[config.mk]
export PLATFORM = sky130hd
export DESIGN_NAME = flit_packetizer_flat
export DESIGN_NICKNAME = d
export VERILOG_FILES = /design/src/rtl/flit_packetizer_if.sv /design/src/rtl/flit_packetizer.sv /design/src/flat_wrapper.sv
export SDC_FILE = /design/constraint.sdc
export NUM_CORES = 1
export LEC_CHECK = 0
export CAP_MARGIN = 10
export CORE_MARGIN = 3
export CORE_UTILIZATION = 53
export CTS_BUF_LIST = sky130_fd_sc_hd__clkbuf_8
export CTS_CLUSTER_DIAMETER = 60
export DETAILED_ROUTE_END_ITERATION = 16
export PLACE_DENSITY = 0.88
export SLEW_MARGIN = 20
export SYNTH_ARGS = -nofsm -noshare
export SYNTH_HDL_FRONTEND = slang
export SYNTH_SLANG_ARGS = --single-unit
[constraint.sdc]
create_clock -name clk -period 28.3 [get_ports clk]
set_input_delay 2.83 -clock clk [delete_from_list [all_inputs] [get_ports clk]]
set_output_delay 2.83 -clock clk [all_outputs]
set_load 0.02 [all_outputs]
[src/rtl/flit_packetizer_if.sv]
// Packet-in / flit-out handshake bundle for flit_packetizer.
// Flit layout, MSB first: flit_type[2], src_id, dst_id, pkt_id, flit_num, checksum, payload.
interface flit_packetizer_if #(
  parameter int MAX_PAYLOAD = 8,
  parameter int PAYLOAD_W   = 32,
  parameter int ID_W        = 8
);
  localparam int LEN_W  = $clog2(MAX_PAYLOAD + 1);
  localparam int FLIT_W = 2 + 3 * ID_W + LEN_W + 2 * PAYLOAD_W;

  logic                             pkt_valid;
  logic                             pkt_ready;
  logic [ID_W-1:0]                  pkt_src;
  logic [ID_W-1:0]                  pkt_dst;
  logic [LEN_W-1:0]                 pkt_len;
  logic [MAX_PAYLOAD*PAYLOAD_W-1:0] pkt_payload;
  logic [FLIT_W-1:0]                flit_out;
  logic                             flit_out_valid;
  logic                             flit_out_ready;

  // Driven by the packet source and the flit queue.
  modport master (
    output pkt_valid, pkt_src, pkt_dst, pkt_len, pkt_payload, flit_out_ready,
    input  pkt_ready, flit_out, flit_out_valid
  );

  // Seen by the packetizer.
  modport slave (
    input  pkt_valid, pkt_src, pkt_dst, pkt_len, pkt_payload, flit_out_ready,
    output pkt_ready, flit_out, flit_out_valid
  );
endinterface

[src/rtl/flit_packetizer.sv]
// Serializes one packet into a head flit plus one flit per payload word.
// Optional macro FLIT_PACKETIZER_CHECKSUM_EN: XOR checksum on the TAIL/SINGLE flit.
module flit_packetizer #(
  parameter int MAX_PAYLOAD = 8,
  parameter int PAYLOAD_W   = 32,
  parameter int ID_W        = 8
) (
  input  logic               clk,
  input  logic               rst,
  flit_packetizer_if.slave   bus,
  output logic               busy,
  output logic               len_err
);
  localparam int LEN_W = $clog2(MAX_PAYLOAD + 1);
  localparam logic [LEN_W-1:0] LEN_MAX = LEN_W'(MAX_PAYLOAD);

  typedef enum logic [1:0] {
    FT_HEAD   = 2'd0,
    FT_BODY   = 2'd1,
    FT_TAIL   = 2'd2,
    FT_SINGLE = 2'd3
  } flit_type_e;

  typedef struct packed {
    flit_type_e             flit_type;
    logic [ID_W-1:0]        src_id;
    logic [ID_W-1:0]        dst_id;
    logic [ID_W-1:0]        pkt_id;
    logic [LEN_W-1:0]       flit_num;
    logic [PAYLOAD_W-1:0]   checksum;
    logic [PAYLOAD_W-1:0]   payload;
  } flit_t;

  typedef enum logic [1:0] {IDLE, HEAD, BODY} state_e;

  state_e                           state_q, state_d;
  logic [ID_W-1:0]                  src_q, src_d;
  logic [ID_W-1:0]                  dst_q, dst_d;
  logic [ID_W-1:0]                  pkt_id_q, pkt_id_d;
  logic [LEN_W-1:0]                 len_q, len_d;
  logic [LEN_W-1:0]                 num_q, num_d;
  logic [MAX_PAYLOAD*PAYLOAD_W-1:0] words_q, words_d;
  logic                             len_err_q, len_err_d;
  logic                             last_word;
  flit_t                            flit;
`ifdef FLIT_PACKETIZER_CHECKSUM_EN
  logic [PAYLOAD_W-1:0]             csum_q, csum_d;
`endif

  // NOTE: every signal gets a default before the case so no path leaves one unassigned (no latches).
  always_comb begin
    state_d   = state_q;
    src_d     = src_q;
    dst_d     = dst_q;
    pkt_id_d  = pkt_id_q;
    len_d     = len_q;
    num_d     = num_q;
    words_d   = words_q;
    len_err_d = len_err_q;
    last_word = (num_q == len_q);
    flit      = '0;
`ifdef FLIT_PACKETIZER_CHECKSUM_EN
    csum_d    = csum_q;
`endif

    if (state_q != IDLE) begin
      flit.src_id   = src_q;
      flit.dst_id   = dst_q;
      flit.pkt_id   = pkt_id_q;
      flit.flit_num = num_q;
    end

    unique case (state_q)
      IDLE: begin
        if (bus.pkt_valid) begin
          src_d   = bus.pkt_src;
          dst_d   = bus.pkt_dst;
          words_d = bus.pkt_payload;
          num_d   = '0;
          if (bus.pkt_len > LEN_MAX) begin
            len_d     = LEN_MAX;
            len_err_d = 1'b1;
          end else begin
            len_d = bus.pkt_len;
          end
`ifdef FLIT_PACKETIZER_CHECKSUM_EN
          csum_d = '0;
`endif
          state_d = HEAD;
        end
      end
      HEAD: begin
        flit.flit_type = (len_q == '0) ? FT_SINGLE : FT_HEAD;
        flit.payload   = PAYLOAD_W'(len_q);
        if (bus.flit_out_ready) begin
          if (len_q == '0) begin
            state_d  = IDLE;
            pkt_id_d = pkt_id_q + ID_W'(1);
          end else begin
            state_d = BODY;
            num_d   = LEN_W'(1);
          end
        end
      end
      BODY: begin
        // The current word always sits in the low slot; the store shifts down per handshake.
        flit.flit_type = last_word ? FT_TAIL : FT_BODY;
        flit.payload   = words_q[PAYLOAD_W-1:0];
`ifdef FLIT_PACKETIZER_CHECKSUM_EN
        if (last_word) flit.checksum = csum_q ^ words_q[PAYLOAD_W-1:0];
`endif
        if (bus.flit_out_ready) begin
          words_d = words_q >> PAYLOAD_W;
`ifdef FLIT_PACKETIZER_CHECKSUM_EN
          csum_d  = csum_q ^ words_q[PAYLOAD_W-1:0];
`endif
          if (last_word) begin
            state_d  = IDLE;
            pkt_id_d = pkt_id_q + ID_W'(1);
          end else begin
            num_d = num_q + LEN_W'(1);
          end
        end
      end
      default: state_d = IDLE;
    endcase
  end

  // NOTE: sequential state uses non-blocking assignments so all registers update from pre-edge values.
  always_ff @(posedge clk) begin
    if (rst) begin
      state_q   <= IDLE;
      pkt_id_q  <= '0;
      len_err_q <= 1'b0;
    end else begin
      state_q   <= state_d;
      pkt_id_q  <= pkt_id_d;
      len_err_q <= len_err_d;
    end
  end

  // NOTE: the captured packet store is not reset; it is always reloaded on accept before being read.
  always_ff @(posedge clk) begin
    src_q   <= src_d;
    dst_q   <= dst_d;
    len_q   <= len_d;
    num_q   <= num_d;
    words_q <= words_d;
`ifdef FLIT_PACKETIZER_CHECKSUM_EN
    csum_q  <= csum_d;
`endif
  end

  assign bus.pkt_ready      = (state_q == IDLE);
  assign bus.flit_out_valid = (state_q != IDLE);
  assign bus.flit_out       = flit;
  assign busy               = (state_q != IDLE);
  assign len_err            = len_err_q;
endmodule

[src/flat_wrapper.sv]
// flat-port wrapper written by rule: the top's interface ports become plain ports
module flit_packetizer_flat 
#(
  parameter int MAX_PAYLOAD = 8,
  parameter int PAYLOAD_W   = 32,
  parameter int ID_W        = 8
)
  (clk, rst, busy, len_err, bus_pkt_valid, bus_pkt_src, bus_pkt_dst, bus_pkt_len, bus_pkt_payload, bus_flit_out_ready, bus_pkt_ready, bus_flit_out, bus_flit_out_valid);
  flit_packetizer_if #(.MAX_PAYLOAD(MAX_PAYLOAD), .PAYLOAD_W(PAYLOAD_W), .ID_W(ID_W)) bus_i ();
  input  logic clk;
  input  logic rst;
  output logic busy;
  output logic len_err;
  input wire logic [$bits(bus_i.pkt_valid)-1:0] bus_pkt_valid;
  input wire logic [$bits(bus_i.pkt_src)-1:0] bus_pkt_src;
  input wire logic [$bits(bus_i.pkt_dst)-1:0] bus_pkt_dst;
  input wire logic [$bits(bus_i.pkt_len)-1:0] bus_pkt_len;
  input wire logic [$bits(bus_i.pkt_payload)-1:0] bus_pkt_payload;
  input wire logic [$bits(bus_i.flit_out_ready)-1:0] bus_flit_out_ready;
  output wire logic [$bits(bus_i.pkt_ready)-1:0] bus_pkt_ready;
  output wire logic [$bits(bus_i.flit_out)-1:0] bus_flit_out;
  output wire logic [$bits(bus_i.flit_out_valid)-1:0] bus_flit_out_valid;
  assign bus_i.pkt_valid = bus_pkt_valid;
  assign bus_i.pkt_src = bus_pkt_src;
  assign bus_i.pkt_dst = bus_pkt_dst;
  assign bus_i.pkt_len = bus_pkt_len;
  assign bus_i.pkt_payload = bus_pkt_payload;
  assign bus_i.flit_out_ready = bus_flit_out_ready;
  assign bus_pkt_ready = bus_i.pkt_ready;
  assign bus_flit_out = bus_i.flit_out;
  assign bus_flit_out_valid = bus_i.flit_out_valid;
  flit_packetizer #(.MAX_PAYLOAD(MAX_PAYLOAD), .PAYLOAD_W(PAYLOAD_W), .ID_W(ID_W)) u_core (.clk(clk), .rst(rst), .bus(bus_i), .busy(busy), .len_err(len_err));
endmodule
### Yosys cells after proc, flatten, opt, wreduce, memory -nomap -nowiden

Index checks and enable logic that the tools add are counted.

* flip-flop bits (word level): 291
* logic and storage cells: 58
* output and inout bits: 98

* mux-type cells: 25
* eq/ne operators: 10
* $lt $le $gt $ge: 1
* reduce and logical (&&, ||, !) cells: 12
* add/subtract/negate cells: 2

Operators by type and width (number)
* two-way mux 256 bit: 2
* case mux 256 bit (2 select lines): 1
* case mux 32 bit (2 select lines): 1
* two-way mux 8 bit: 4
* two-way mux 28 bit: 1
* two-way mux 4 bit: 5
* case mux 8 bit (2 select lines): 1
* two-way mux 2 bit: 7
* case mux 4 bit (3 select lines): 1
* != test 2 bit, second input constant: 5
* adder 8 x 1 -> 8 bit, second input constant: 1
* case mux 2 bit (3 select lines): 1
* AND reduction 3 bit: 2
* AND reduction 6 bit: 1
* nonzero test 2 bit: 3
* AND reduction 5 bit: 1
* adder 4 x 1 -> 4 bit, second input constant: 1
* equality test 4 bit: 1
* greater-than comparator 4 bit, second input constant: 1
* logical NOT 4 bit: 1
* != test 2 x 1 -> 1 bit, second input constant: 2
* case mux 2 bit (2 select lines): 1
* AND reduction 4 bit: 1
* nonzero test 3 bit: 1
* other kinds (4): 4

### Longest topological paths before layout

Gate-level depths: netlist of run 1.

* depth after elaboration: 4
* mapped depth: 8

### Least setup slack after synthesis of run 1

No wires, ideal clock.

* path type: input to register
* start: input bus_pkt_valid
* end: register u_core.words_q[0] (enable)
* required time: 27423 ps
* cell stages on the path: 2
* slack: 13898 ps
* data arrival time: 13525 ps
* cell sequence: nor2_1 -> nor2_1

* cells in the longest elaborated chain, start to end: 2

RTL lines
* start: declaration: RTL line flat_wrapper.sv:14 `input wire logic [$bits(bus_i.pkt_valid)-1:0] bus_pkt_valid;`
* != test 2 bit (no source line)
* AND reduction 3 bit (no source line)
* end signal: assignment: RTL line flit_packetizer.sv:148 `words_q <= words_d;`
* end: declaration: RTL line flit_packetizer.sv:42 `logic [MAX_PAYLOAD*PAYLOAD_W-1:0] words_q, words_d;`

No other way between the ends.
A chain may end at the register's enable or synchronous reset.

### Worst setup path in the final report of run 1

* start: register u_core.state_q[0]
* end: output bus_flit_out[93]

* cells in the longest elaborated chain, start to end: 2
* elaborated cells between the ends (all ways): 3
* classes of those cells: eq/ne (2); mux (1)

RTL lines
* start: declaration: RTL line flit_packetizer.sv:36 `state_e state_q, state_d;`
* start signal: assignment: RTL line flit_packetizer.sv:136 `state_q <= state_d;`
* equality test 2 bit / equality test 2 x 1 -> 1 bit (equally long branches): RTL line flit_packetizer.sv:73 `unique case (state_q)`
* case mux 2 bit (2 select lines) *: RTL line flit_packetizer.sv:73
* end: declaration: RTL line flat_wrapper.sv:21 `output wire logic [$bits(bus_i.flit_out)-1:0] bus_flit_out;`

Mark *: on every way between the ends. The rest lies on a longest branch, timed or not.

==> results of run 1 <==
## area by class of cell
type                       instances  share of cell area [%]
sequential                       291                    50.0
clock inverter                    32                   0.711
antenna                            4                  0.0580
multi-input combinational        438                    22.4
timing repair buffer             352                    20.4
clock buffer                      50                    3.99
inverter                           4                  0.0871
tap                              319                    2.31
## power by group through the flow
stage / registers, W / clock network [W] / logic [W]
after floorplan: 0.000656 / 0 / 0.000130
after global placement: 0.000626 / 0 / 0.000205
after detailed placement: 0.000632 / 0 / 0.000211
after CTS: 0.000624 / 0.000322 / 0.000212
after global routing: 0.000630 / 0.000342 / 0.000229
final: 0.000623 / 0.000314 / 0.000212
## cell families (layout without fill, tap and decap cells)
logic type | after synthesis | count (layout)
compound gates | 18 | 18
mux | 231 | 231
xor+xnor | 6 | 6
flops | 291 | 291
simple gates | 145 | 145
other cells | 1 | 36
buf+inv | 79 | 438
fa+ha+maj | 6 | 6
## final timing paths
kind / from / end / slack [ns] / cells after the start
max: u_core.state_q[0]$_SDFFE_PP0P_ / bus_flit_out[93] / 22.03 / 6
min: u_core.len_err$_SDFFE_PP0P_ / u_core.len_err$_SDFFE_PP0P_ / 0.47 / 2
max reg2reg: u_core.state_q[0]$_SDFFE_PP0P_ / u_core.words_q[244]$_SDFFCE_PP0P_ / 24.07 / 7
min reg2reg: u_core.len_err$_SDFFE_PP0P_ / u_core.len_err$_SDFFE_PP0P_ / 0.47 / 2
## through the flow
step           power (W)  hold slack, ns  utilization [%]  instance area (sq um)  worst slack, ns
6_report         0.00115           0.475             73.0                  17200            22.03
2_1_floorplan   0.000785           0.469                -                  12900            13.90
5_1_grt          0.00120           0.493             73.0                  17200            21.82
3_5_place_dp    0.000843           0.466             69.5                  16400            22.51
3_3_place_gp    0.000831           0.457             69.5                  16400            22.55
4_1_cts          0.00116           0.479             72.9                  17200            22.04
## layer usage
| layer | vias up | global-route usage (%) |
|---|---|---|
| met2 | 278 | 36.7 |
| li1 | 3575 | - |
| met1 | 3566 | 24.8 |
| met4 | 2 | 8.10 |
| met5 | - | 0 |
| met3 | 57 | 6.41 |
## cell usage in the layout (no fill, tap or decap), types with 11 or more instances in the layout
master	count
edfxtp_1	280
conb_1	32
mux2_2	230
nor2_1	13
and2_1	28
clkbuf_8	50
inv_1	24
dfxtp_1	11
clkdlybuf4s50_1	345
nor2b_1	74
## registers in the layout, summed over array words and instances, names as in the netlist
name / count
u_core.len_q: 4
u_core.dst_q: 8
u_core.words_q: 256
u_core.pkt_id_q: 8
u_core.state_q: 2
u_core.num_q: 4
u_core.src_q: 8
u_core.len_err: 1
## critical path: cells and delay by family, from the launching register on
kind	cells	cell delay [ns]
compound gates	1	0.20
flops	1	0.33
fa+ha+maj	1	0.70
buf+inv	3	1.47
simple gates	1	0.15
==> results.md, run 1 <==
* Status: complete, no violations
* PortBufs at 345
* Post-CTS Resized at 0
* Synthesized area at 12800 sq um
* Post-DP HPWL at 20.1 mm
* Post-synth top area cell: edfxtp_1
* CP Capture Type: primary output
* Max incr delay on CP at 0.70 ns
* Avg Cell Area, Syn at 16.4 sq um
* Synth unique cells at 37
* Highest Signal Layer: met5
* Psw at 0.000291 W
* Largest cells by area after synthesis: edfxtp_1 66%, mux2_2 20%, nor2b_1 3.6%
* Final non-filler cell total at 1490
* Grt ovf at 0
* Vias/cell at 5.02
* Post-CTS Setup Repair Bufs at 0
* CTS tree: built
* XOR/XNOR Fraction of Synth Area at 0.411%
* Sw Ratio at 25.4%
* Max-cap violations at 0
* Yosys synthesis warning count at 0
* Fin. Hold Viols at 0
* Post-synthesis mux area share at 20.3%
* Max H-tree Level at 2
* Tmin final at 6.27 ns
* Max Fclk at 160 MHz
* Period Utilization, post-route at 22.1%
* Clock power frac at 27.3%
* Die area at 26000 sq um
* Worst slew pin tran at 0.978 ns
* Leak at 6.04 nW
* Starting Density at 54.1%
* Register clock-pin slew on the reported worst setup and hold paths at 0.06 ns
* Largest family of logic cells by synthesized area: multiplexers
* Setup TNS at 0 ns
* Post-layout nets at 1419
* DRT Wirelength at 28.4 mm
* Global-route wire length before repair at 42.5 mm
* CP Launch Type: register
* DRC Markers at 0
* Adder-cell share of the synthesized area at 0.587%
* Flops & latches, synth at 291
* RSZ-0062 raised after global routing: no
* Int Power at 0.000857 W
* Site row count at 56
* Max clock buf depth at 3
* Hold_buf cts at 0
* Crit path DAT at 3.44 ns
* Crit path kind: register to primary output
* Metal1 wirelength at 10.7 mm
* Gate count after technology mapping at 777
* Root buffer cell: clkbuf_8
* Setup Viol. Count Final at 0
* Post-synth top cells: 280 x edfxtp_1, 230 x mux2_2, 74 x nor2b_1
* Slew Limit Fails at 0
* Routed len/inst at 19.1 microns
* Relative slew slack at 34.8%
* Worst skew pair latency at 0.54 ns
* I/O pins at 378
* Layout cells sized above 1 at 25.0%
* Worst Hold Class: register to register
* Fraction of the mapped netlist area in simple logic gates at 6.76%
* Post-synth EDFFs at 280
* Number of fillers in the final layout at 1495
* Area of the multi-input gates at 3860 sq um
* CTS buffer count at 46
* Worst vdd rail ir drop at 0.0463 mV
* Dpl cells at 1404
* Compound-Gate Fraction of Synth Area at 1.01%
* Synth top area share at 65.8%
* Slowest-stage cell, CP: ha_4
* Most frequent cell after synthesis: edfxtp_1
* Overall Global Routing Usage at 21.1%
* Syn-to-layout area delta at 34.9%
* Vias in the first global route at 7702
* Sequential area share after synthesis at 67.5%
* Predominant post-synthesis flop cell: edfxtp_1
* Core box area at 23600 sq um
* Power share of the sequential group at 54.2%
* GPL Wtd Cong at 0.849
* Clock Skews at 0.0169 ns
* DRC marker count from the first detailed-route iteration at 440
* CP max FO at 69
* Detail Route met3 WL at 2.01 mm
* Gate power share at 18.4%
* Met2 routed WL at 14.7 mm
* FFs w/ async S/R, synth at 0%
* CTS Sinks at 291
* Die Height at 161 microns
* Largest net degree at the start of global routing at 97
* Pwr Density at 66.6 nW/um^2
* Initial antenna violation count at 5
* Vias at 7478
* Worst EP required at 25.47 ns
* DRT Pass-1 Iters at 4
* Reg area at 8630 sq um
* Die X at 161 microns
* DRT antenna net count at 0
* Worst path cell trace: inv_1 > ha_4 > buf_4 > nand2_1 > a21boi_0 > clkdlybuf4s50_1
(Power assumes the default switching activity.)
==> run 2, diff against run 1 <==
- CORE_UTILIZATION: 53 -> 49
- PLACE_DENSITY: 0.88 -> 0.83
- clock period: 28.3 -> 6 ns (I/O delays scaled with it)
==> results.md, run 2 (synthesized netlist as in run 1, its figures left out) <==
* Status: complete, no violations
* Commonest non-fill, non-tap cell in the layout: clkdlybuf4s50_1
* R2R Setup Slk at 2.58 ns (-21.49 ns)
* Root buffer cell: clkbuf_8
* Setup Viol. Count Final at 0 (unchanged)
* CP max FO at 89 (+29%)
* Grt ovf at 0 (unchanged)
* Max-cap violations at 0 (unchanged)
* Worst hold stages at 2 (unchanged)
* Met2 routed WL at 14.5 mm (-1.4%)
* CP Capture Type: primary output
* Layout cells sized above 1 at 25.6% (+0.55 points)
* Routed len/inst at 18.7 microns (-2.1%)
* Overall power at 0.00553 W (+380%)
* Worst vdd rail ir drop at 0.202 mV (+340%)
* Psw at 0.00140 W (+380%)
* Period Utilization, post-route at 64.9%
* Clock power frac at 28.5% (+1.2 points)
* Site row count at 58 (+3.6%)
* Post-CTS Resized at 0 (unchanged)
* DRT Pass-1 Iters at 4 (unchanged)
* CTS Sinks at 291 (unchanged)
* Pwr Density at 318 nW/um^2 (+380%)
* Place WS at 2.63 ns (-19.88 ns)
* Vias in the first global route at 7671 (-0.40%)
* Worst Hold End: u_core.len_err$_SDFFE_PP0P_
* Largest net degree at the start of global routing at 99 (+2.1%)
* Number of fillers in the final layout at 1789 (+20%)
* Register clock-pin slew on the reported worst setup and hold paths at 0.06 ns (about the same)
* Core box area at 25400 sq um (+7.6%)
* Die area at 28100 sq um (+7.9%)
* Worst R2R End: u_core.words_q[87]$_DFFE_PP_
* PortBufs at 345 (unchanged)
* CTS tree: built
* Gate power share at 18.6% (+0.2 points)
* RSZ-0062 raised after global routing: no
* Post-layout nets at 1422 (+0.21%)
* Sw Ratio at 25.2% (-0.14 points)
* DRC marker count from the first detailed-route iteration at 547 (+24%)
* Most used cells in the layout excluding fill and tap cells: 345 x clkdlybuf4s50_1, 280 x edfxtp_1, 230 x mux2_2
* Tmin final at 3.89 ns
* DRT Wirelength at 28.1 mm (-1.1%)
* Hold_buf cts at 0 (unchanged)
* Power share of the sequential group at 53.0% (-1.2 points)
* RR Startpoint: u_core.state_q[0]$_SDFFE_PP0P_
* Worst EP required at 5.40 ns (-20.07 ns)
* Die X at 168 microns (+3.9%)
* Initial antenna violation count at 3 (-2)
* Leak at 6.09 nW (+0.95%)
* DRC Markers at 0 (unchanged)
* Worst Hold Class: register to register
* Post-CTS Setup Repair Bufs at 0 (unchanged)
* Syn-to-layout area delta at 35.9%
* Max Fclk at 257 MHz
* Die Height at 168 microns (+3.9%)
* Crit path kind: register to primary output
* Max clock buf depth at 3 (unchanged)
* Metal1 wirelength at 11.2 mm (+4.5%)
* Slew Limit Fails at 0 (unchanged)
* Vias at 7400 (-1.0%)
* Clock Skews at 0.0286 ns (+0.0117 ns)
* Overall Global Routing Usage at 19.3% (-1.8 points)
* Detail Route met3 WL at 1.90 mm (-5.1%)
* Vias/cell at 4.91 (-2.1%)
* I/O pins at 378 (unchanged)
* Worst slew pin tran at 1.08 ns (+0.105 ns)
* PnR worst setup slack at 2.11 ns (-19.93 ns)
* Reg2reg path depth at 5 (-2)
* Max H-tree Level at 2 (unchanged)
* GPL Wtd Cong at 0.852 (+0.31%)
* Setup TNS at 0 ns (unchanged)
* Starting Density at 50.3% (-3.8 points)
* Crit path DAT at 3.29 ns (-0.15 ns)
* Fin. Hold Viols at 0 (unchanged)
* Global-route wire length before repair at 42.7 mm (+0.37%)
* CTS buffer count at 47 (+2.2%)
* Worst skew pair latency at 0.55 ns (about the same)
* Max reg flops at 256 (unchanged)
* Int Power at 0.00414 W (+380%)
* Post-DP HPWL at 19.7 mm (-1.9%)
* Highest Signal Layer: met4
* Hold_sp: u_core.len_err$_SDFFE_PP0P_
* DRT antenna net count at 0 (unchanged)
* Relative slew slack at 27.8% (-7.0 points)
* CP Launch Type: register
* Top reg by flops: u_core.words_q
run 2: per-stage QoR:
step	util, %	area, sq um	hold slack, ns	instances
3_3_place_gp	64.8	16500	0.454	1416
3_5_place_dp	64.9	16500	0.507	1417
4_1_cts	68.4	17400	0.520	1503
2_1_floorplan	-	12900	0.469	808
5_1_grt	68.4	17400	0.540	1506
6_report	68.4	17400	0.516	1506
run 2: worst max-delay path by stage:
stage / from / to / slack (ns) / cells past startpoint
after global placement: u_core.state_q[0]$_SDFFE_PP0P_ / u_core.words_q[237]$_SDFFCE_PP0P_ / 2.45 / 5
after detailed placement: u_core.state_q[0]$_SDFFE_PP0P_ / bus_flit_out[93] / 2.63 / 6
after global routing: u_core.state_q[0]$_SDFFE_PP0P_ / bus_flit_out[93] / 1.85 / 6
after floorplan: u_core.state_q[0]$_SDFFE_PP0P_ / u_core.words_q[0]$_DFFE_PP_ / 0.21 / 7
final: u_core.state_q[0]$_SDFFE_PP0P_ / bus_flit_out[93] / 2.11 / 6
after CTS: u_core.state_q[0]$_SDFFE_PP0P_ / bus_flit_out[93] / 2.03 / 6
run 2: layout make-up:
cell class                      count  area (sq um)  area share (%)
Antenna cell                        3          7.51          0.0432
Clock buffer                       52           716            4.12
Clock inverter                     34           166           0.958
Inverter                            4          15.0          0.0864
Multi-Input combinational cell    438          3860            22.2
Sequential cell                   291          8630            49.7
Tap cell                          330           413            2.38
Timing Repair Buffer              354          3570            20.5
run 2: power by group through the flow:
stage	clock [W]	sequential [W]	combinational [W]
final	0.00157	0.00293	0.00103
after floorplan	0	0.00296	0.000616
after global routing	0.00172	0.00296	0.00111
after global placement	0	0.00295	0.000997
after CTS	0.00163	0.00293	0.00103
after detailed placement	0	0.00297	0.00103
run 2: critical path: stages (launching register included):
cell	delay, ns
dfxtp_1	0.32
inv_1	0.15
ha_4	0.33
buf_4	0.82
nand2_1	0.14
a21boi_0	0.31
clkdlybuf4s50_1	0.66
run 2: layer usage:
metal  up-vias  track usage, %
li1       3573               -
met1      3533            24.0
met2       260            33.4
met3        34            5.26
met4         0            5.48
met5         -               0
==> run 3, diff against run 2 <==
- clock period: 6 -> 4 ns (I/O delays scaled with it)
==> results.md, run 3 (synthesized netlist as in run 1, its figures left out) <==
* Status: complete, no violations
* Worst Hold End: u_core.dst_q[3]$_DFFE_PP_
* Leak at 6.05 nW (-0.64%)
* Post-DP HPWL at 19.6 mm (-0.54%)
* Sw Ratio at 25.3% (+0.054 points)
* Vias in the first global route at 7712 (+0.53%)
* Worst hold stages at 1 (-1)
* Slowest-stage cell, CP: clkdlybuf4s50_1
* Routed len/inst at 18.7 microns (about the same)
* Clock power frac at 27.6% (-0.9 points)
* Die area at 28100 sq um (unchanged)
* Die X at 168 microns (unchanged)
* Post-CTS Setup Repair Bufs at 0 (unchanged)
* Met3 Usage GRT at 4.77% (-0.50 points)
* Relative slew slack at 37.0% (+9.2 points)
* Largest net degree at the start of global routing at 170 (+72%)
* RR Startpoint: u_core.state_q[1]$_SDFFE_PP0P_
* Top reg by flops: u_core.words_q
* Worst skew pair latency at 0.55 ns (about the same)
* Fin. Hold Viols at 0 (unchanged)
* Commonest non-fill, non-tap cell in the layout: clkdlybuf4s50_1
* Root buffer cell: clkbuf_8
* Vias at 7418 (+0.24%)
* Gate power share at 18.6% (about the same)
* Starting Density at 50.3% (unchanged)
* R2R Setup Slk at 1.06 ns (-1.52 ns)
* Max H-tree Level at 2 (unchanged)
* Register clock-pin slew on the reported worst setup and hold paths at 0.06 ns (about the same)
* CP max FO at 138 (+55%)
* Hold_sp: bus_pkt_dst[3]
* Tmin final at 3.37 ns
* Reg2reg path depth at 4 (-1)
* Clock Skews at 0.0286 ns (-0.0000258 ns)
* Worst EP required at 3.60 ns (-1.80 ns)
* Hold WS at 0.402 ns (-0.113 ns)
* CP Capture Type: primary output
* Dpl cells at 1415 (-0.14%)
* Int Power at 0.00612 W (+48%)
* Crit path DAT at 2.97 ns (-0.32 ns)
* Cell Area, Placed at 16500 sq um (-0.13%)
* Max reg flops at 256 (unchanged)
* GR Util met2 at 31.9% (-1.4 points)
* Post-CTS Resized at 0 (unchanged)
* GR met1 Demand/Resource at 24.0% (-0.025 points)
* DRT Pass-1 Iters at 5 (+1)
* CTS tree: built
* Number of fillers in the final layout at 1760 (-1.6%)
* Layout cells sized above 1 at 25.5% (-0.10 points)
* Die Height at 168 microns (unchanged)
* CP Launch Type: register
* Period Utilization, post-route at 84.3%
* Max Fclk at 297 MHz
* Power share of the sequential group at 53.8% (+0.8 points)
* Worst path cell trace: ha_4 > buf_12 > and2_1 > clkdlybuf4s50_1
* Worst vdd rail ir drop at 0.384 mV (+90%)
* Overall Global Routing Usage at 19.3% (about the same)
* GPL Wtd Cong at 0.780 (-8.4%)
* I/O pins at 378 (unchanged)
* Worst Hold Class: primary input to register
* Grt ovf at 0 (unchanged)
* Core box area at 25400 sq um (unchanged)
* Post-layout nets at 1421 (-0.070%)
* Cell area after layout at 17300 sq um (-0.27%)
* Max-cap violations at 0 (unchanged)
* Setup TNS at 0 ns (unchanged)
* DRC Markers at 0 (unchanged)
* Setup Viol. Count Final at 0 (unchanged)
* Worst slew pin tran at 0.945 ns (-0.138 ns)
* Max incr delay on CP at 0.60 ns (-0.22 ns)
* Global-route wire length before repair at 42.7 mm (+0.13%)
* Most used cells in the layout excluding fill and tap cells: 345 x clkdlybuf4s50_1, 280 x edfxtp_1, 230 x mux2_2
* Syn-to-layout area delta at 35.6%
* Site row count at 58 (unchanged)
* CTS Sinks at 291 (unchanged)
* DRT Wirelength at 28.1 mm (about the same)
* Worst R2R End: u_core.words_q[107]$_DFFE_PP_
* Max clock buf depth at 3 (unchanged)
* Psw at 0.00207 W (+48%)
* Initial antenna violation count at 8 (+5)
* DRT antenna net count at 0 (unchanged)
* Hold_buf cts at 0 (unchanged)
* Vias/cell at 4.93 (+0.38%)
* Pwr Density at 472 nW/um^2 (+48%)
* CTS buffer count at 47 (unchanged)
* Overall power at 0.00819 W (+48%)
* Crit path kind: register to primary output
* RSZ-0062 raised after global routing: no
* DRC marker count from the first detailed-route iteration at 524 (-4.2%)
* Final non-filler cell total at 1504 (-0.13%)
* GR peak layer: met2
* PortBufs at 345 (unchanged)
* Slew Limit Fails at 0 (unchanged)
[run 3: changes by cell type in the layout (fill, tap and decap cells not counted)]
cell,previous run,this run
buf_4,6,5
clkbuf_8,52,48
clkinv_1,8,7
dfxtp_1,11,10
dfxtp_2,0,1
diode_2,3,8
ha_1,4,5
ha_2,1,0
inv_1,24,22
inv_2,0,1
mux2i_1,1,0
mux2i_4,0,1
[run 3: worst max-delay path by stage]
stage	slack, ns	start	to	depth (start not counted)
after CTS	0.59	u_core.state_q[1]$_SDFFE_PP0P_	bus_flit_out[31]	4
final	0.63	u_core.state_q[1]$_SDFFE_PP0P_	bus_flit_out[31]	4
after floorplan	-1.36	u_core.state_q[0]$_SDFFE_PP0P_	u_core.words_q[0]$_DFFE_PP_	7
after global routing	0.46	u_core.state_q[1]$_SDFFE_PP0P_	bus_flit_out[31]	4
after global placement	1.12	u_core.state_q[1]$_SDFFE_PP0P_	u_core.words_q[202]$_DFFE_PP_	4
after detailed placement	1.09	u_core.state_q[1]$_SDFFE_PP0P_	u_core.words_q[203]$_DFFE_PP_	4
[run 3: per-stage QoR]
step / util [%] / setup WS [ns]
after detailed placement: 64.8 / 1.09
after floorplan: - / -1.36
after global routing: 68.2 / 0.458
after global placement: 64.8 / 1.12
final: 68.2 / 0.629
after CTS: 68.0 / 0.587
[run 3: worst max-delay path, delay by kind of cell (launching register included)]
family	cells	cell delay [ns]
buf+inv	2	1.12
fa+ha+maj	1	0.52
simple gates	1	0.22
flops	1	0.41
[run 3: layer usage]
layer,share of wire [%],vias to the layer above
li1,-,3568
met1,39,3476
met2,50,314
met3,7.0,60
met4,3.8,0
met5,0,-
[run 3: cell type report]
type	count	area, sq um	share of cell area, %
Antenna cell	8	20.0	0.116
Clock buffer	48	661	3.81
Clock inverter	32	159	0.917
Inverter	4	15.0	0.0866
Multi-Input combinational cell	438	3870	22.4
Sequential cell	291	8630	49.8
Tap cell	330	413	2.38
Timing Repair Buffer	353	3560	20.5
[run 3: power by group through the flow]
| stage | Combinational (W) | Clock [W] | Sequential (W) |
|---|---|---|---|
| 2_1_floorplan | 0.000937 | 0 | 0.00444 |
| 3_3_place_gp | 0.00148 | 0 | 0.00444 |
| 3_5_place_dp | 0.00150 | 0 | 0.00447 |
| 4_1_cts | 0.00151 | 0.00234 | 0.00441 |
| 5_1_grt | 0.00164 | 0.00248 | 0.00446 |
| 6_report | 0.00152 | 0.00226 | 0.00441 |
==> patch 1: new RTL, flow settings as in run 2 <==
`ID_W` is set to 8 in 3 places; all go to 6.
--- a/src/rtl/flit_packetizer_if.sv
+++ b/src/rtl/flit_packetizer_if.sv
@@ -4,5 +4,5 @@
   parameter int MAX_PAYLOAD = 8,
   parameter int PAYLOAD_W   = 32,
-  parameter int ID_W        = 8
+  parameter int ID_W        = 6
 );
   localparam int LEN_W  = $clog2(MAX_PAYLOAD + 1);
--- a/src/rtl/flit_packetizer.sv
+++ b/src/rtl/flit_packetizer.sv
@@ -4,5 +4,5 @@
   parameter int MAX_PAYLOAD = 8,
   parameter int PAYLOAD_W   = 32,
-  parameter int ID_W        = 8
+  parameter int ID_W        = 6
 ) (
   input  logic               clk,
--- a/src/flat_wrapper.sv
+++ b/src/flat_wrapper.sv
@@ -4,5 +4,5 @@
   parameter int MAX_PAYLOAD = 8,
   parameter int PAYLOAD_W   = 32,
-  parameter int ID_W        = 8
+  parameter int ID_W        = 6
 )
   (clk, rst, busy, len_err, bus_pkt_valid, bus_pkt_src, bus_pkt_dst, bus_pkt_len, bus_pkt_payload, bus_flit_out_ready, bus_pkt_ready, bus_flit_out, bus_flit_out_valid);
Interface: changed (resized bus_flit_out, bus_pkt_dst and bus_pkt_src); port bits go from 378 to 368. No check against the original RTL was run, so the function may have changed too.
==> patch 1 against run 2 <==
- die area decreased by 2.2%
- cell area decreased by 2.7%
- clock skew decreased by 9.1 ps
- power decreased by 3.2%
- count of clock-buffer cells in the layout decreased by 4
- global-route usage decreased by 0.31 points
- clock power decreased by 4%
- sequential cell count decreased by 6
- core utilization increased by 0.13 points
- routed wire length decreased by 4.0%
- first-iteration DRC count decreased by 24%
- setup slack improved by 230 ps
- area after synthesis decreased by 2.2%
==> patch 1: results <==
group,metric,value,unit
grt,global_route.usage.met3,4.695,%
placement,port_buffers,335,
synth,synth_cell_types,38,
cells_and_area,instances_no_fill,1467,
placement,dp_hpwl,18730,µm
power_and_ir_drop,leakagePower,5.894,nW
synth,synth-edff-count,276,
sta,hold_slack,481.2,ps
grt,antenna_found_initial,13,
cells_and_area,fillers,1759,
cells_and_area,drive_gt1_share,25.22,%
grt,grt_pass1_vias,7703,
status,status,"completed",
sta,post-route-min-period,3666,ps
sta,fin_skew,19.55,ps
worst_setup_path,crit_end,"bus_flit_out[22]",
detailed_routing,drt-vias-per-instance,4.948,
worst_setup_path,r2r-end,"u_core.words_q[34]",
detailed_routing,wl_met1,10350,µm
sta,relSlewSlack,29.65,%
power_and_ir_drop,p_sw,1.355,mW
synth,ys_seq_area_share,67.77,%
worst_setup_path,crit_path_max_fanout,103,
detailed_routing,wl_met2,13870,µm
power_and_ir_drop,comb-power,0.970,mW
patch 1: cell types whose count changed after synthesis, sizes merged, moves of 2 or more:
cell    delta
nor2       -4
nor4       -2
nor2b     -10
edfxtp     -4
dfxtp      -2
clkbuf     -3
mux2       -3
patch 1: cells by family (layout without fill, tap and decap cells):
family	Yosys count	after routing	share of synthesized area (%)
simple gates	125	125	6.028
mux	228	228	20.54
other cells	1	45	0.03001
buf+inv	76	426	3.334
flops	285	285	67.77
fa+ha+maj	6	6	0.6008
xor+xnor	6	6	0.4205
compound gates	22	22	1.282
patch 1: worst max-delay path, stage by stage, from the launching register on:
cell and delay [ps]:
dfxtp_1 340, inv_1 130, ha_4 430, buf_6 660
and2_1 240, clkdlybuf4s50_1 610
patch 1: layout make-up:
class,count,area (µm²),area share (%)
sequential,285,8468,50.07
multi-input combinational,419,3747,22.16
timing repair buffer,340,3420,20.22
clock buffer,48,660.6,3.906
tap,324,405.4,2.397
clock inverter,35,168.9,0.9987
antenna,13,32.53,0.1923
inverter,3,11.26,0.06658
==> patch 2: new RTL, flow settings as in run 2 <==
Without the edit above. Encoding of `state_e`: now one-hot (3 bits for 3 states).
--- a/src/rtl/flit_packetizer.sv
+++ b/src/rtl/flit_packetizer.sv
@@ -32,5 +32,5 @@
   } flit_t;
 
-  typedef enum logic [1:0] {IDLE, HEAD, BODY} state_e;
+  typedef enum logic [2:0] {IDLE = 3'b001, HEAD = 3'b010, BODY = 3'b100} state_e;
 
   state_e                           state_q, state_d;
Formal check against the unedited RTL: no difference found for any inputs over 4 cycles, from zero or initial values and one cycle with rst high; so few cycles prove little.
==> patch 2 against run 2 <==
- routed wire length increased by 7.7%
- sequential cell count increased by 1
- combinational power decreased by 48%
- final cell count increased by 30%
- power decreased by 17%
- setup slack got worse by 280 ps
- area after synthesis increased by 0.80%
- cell area about the same
==> patch 2: results <==
group,metric,value,unit
detailed_routing,vias,9464,
placement,post-place-ws,1858,ps
cells_and_area,fillers,1903,
detailed_routing,totalWireLength,30280,µm
placement,place.gp.congestion,0.8360,
sta,fin_crit_sh,69.60,%
power_and_ir_drop,vdd_drop_max,0.1664,mV
power_and_ir_drop,p_sw,1.076,mW
placement,dpl-instance-area,16430,µm²
worst_setup_path,critPathSlowestCell,"and2_1",
cells_and_area,register_area,8648,µm²
grt,grt_pass1_vias,9280,
detailed_routing,wl_met3,2162,µm
worst_setup_path,worstPathArrival,4360,ps
status,status,"completed",
worst_setup_path,slowest_delay,910,ps
sta,hold_slack,495.8,ps
cells_and_area,clock_buffers,49,
worst_setup_path,reg2reg_slack,1820,ps
cells_and_area,multi_input_area_share,21.95,%
cells_and_area,seq_share,49.79,%
sta,worst_pin_slew,1054,ps
detailed_routing,drt-vias-per-instance,4.836,
cells_and_area,final-nonclk-buf-share,20.69,%
clock_tree,clock-sinks,292,
cells_and_area,drive_gt1_share,4.568,%
power_and_ir_drop,leakagePower,7.011,nW
detailed_routing,firstDrtPassIters,5,
cells_and_area,nMultiInputCombCells,879,
synth,muxShareOfSynthArea,0,%
worst_setup_path,crit_path_max_fanout,83,
synth,synth-xor-area-share,0.5438,%
detailed_routing,wl_met1,11680,µm
detailed_routing,wl_met2,15380,µm
synth,ys_seq_area_share,67.13,%
cells_and_area,diodes,7,
synth,synthTopCellsByCount,"674 x nand2_1, 280 x edfxtp_1, 62 x and2_1, 59 x clkbuf_1, 34 x buf_4",
grt,grt_pass1_wl,46710,µm
cells_and_area,clkCellAreaFrac,5.006,%
cells_and_area,buffers,355,
synth,avgSynthCellArea,10.34,µm²
sta,fin_skew,20.33,ps
detailed_routing,drt_iter0_markers,779,
grt,grt_max_degree,121,
placement,dp_hpwl,20820,µm
synth,synthAdderAreaFrac,0.1942,%
worst_setup_path,path_delay_family,"simple AND/OR/NAND/NOR gates",
grt,antenna_found_initial,7,
==> patch 2: cell count changes after synthesis, sizes merged, moves of 5 or more <==
cell    delta
a21oi      +5
and2      +34
buf        +7
clkbuf    +20
mux2     -230
nand2    +668
nor2       -9
nor2b     -43
nor4       -5
o21ai      +7
xnor2      +5
==> patch 2: final timing paths <==
path,to,cells past startpoint
worst max register to register,u_core.words_q[231],6
worst min-delay path,u_core.len_err,2
worst max-delay path,u_core.words_q[231],6
worst min register to register,u_core.len_err,2
==> patch 2: per-layer routing <==
layer  up-vias  global-route usage (%)
met2       362                   34.40
li1       4708                       -
met5         -                       0
met3        72                   5.025
met4         0                   9.747
met1      4322                   24.98
==> patch 2: power groups by stage <==
stage	Combinational [mW]	Clock, mW	Sequential (mW)
after global placement	0.516	0	2.55
after CTS	0.535	1.60	2.51
after global routing	0.578	1.70	2.53
after detailed placement	0.532	0	2.55
after floorplan	0.263	0	2.55
final	0.532	1.56	2.51
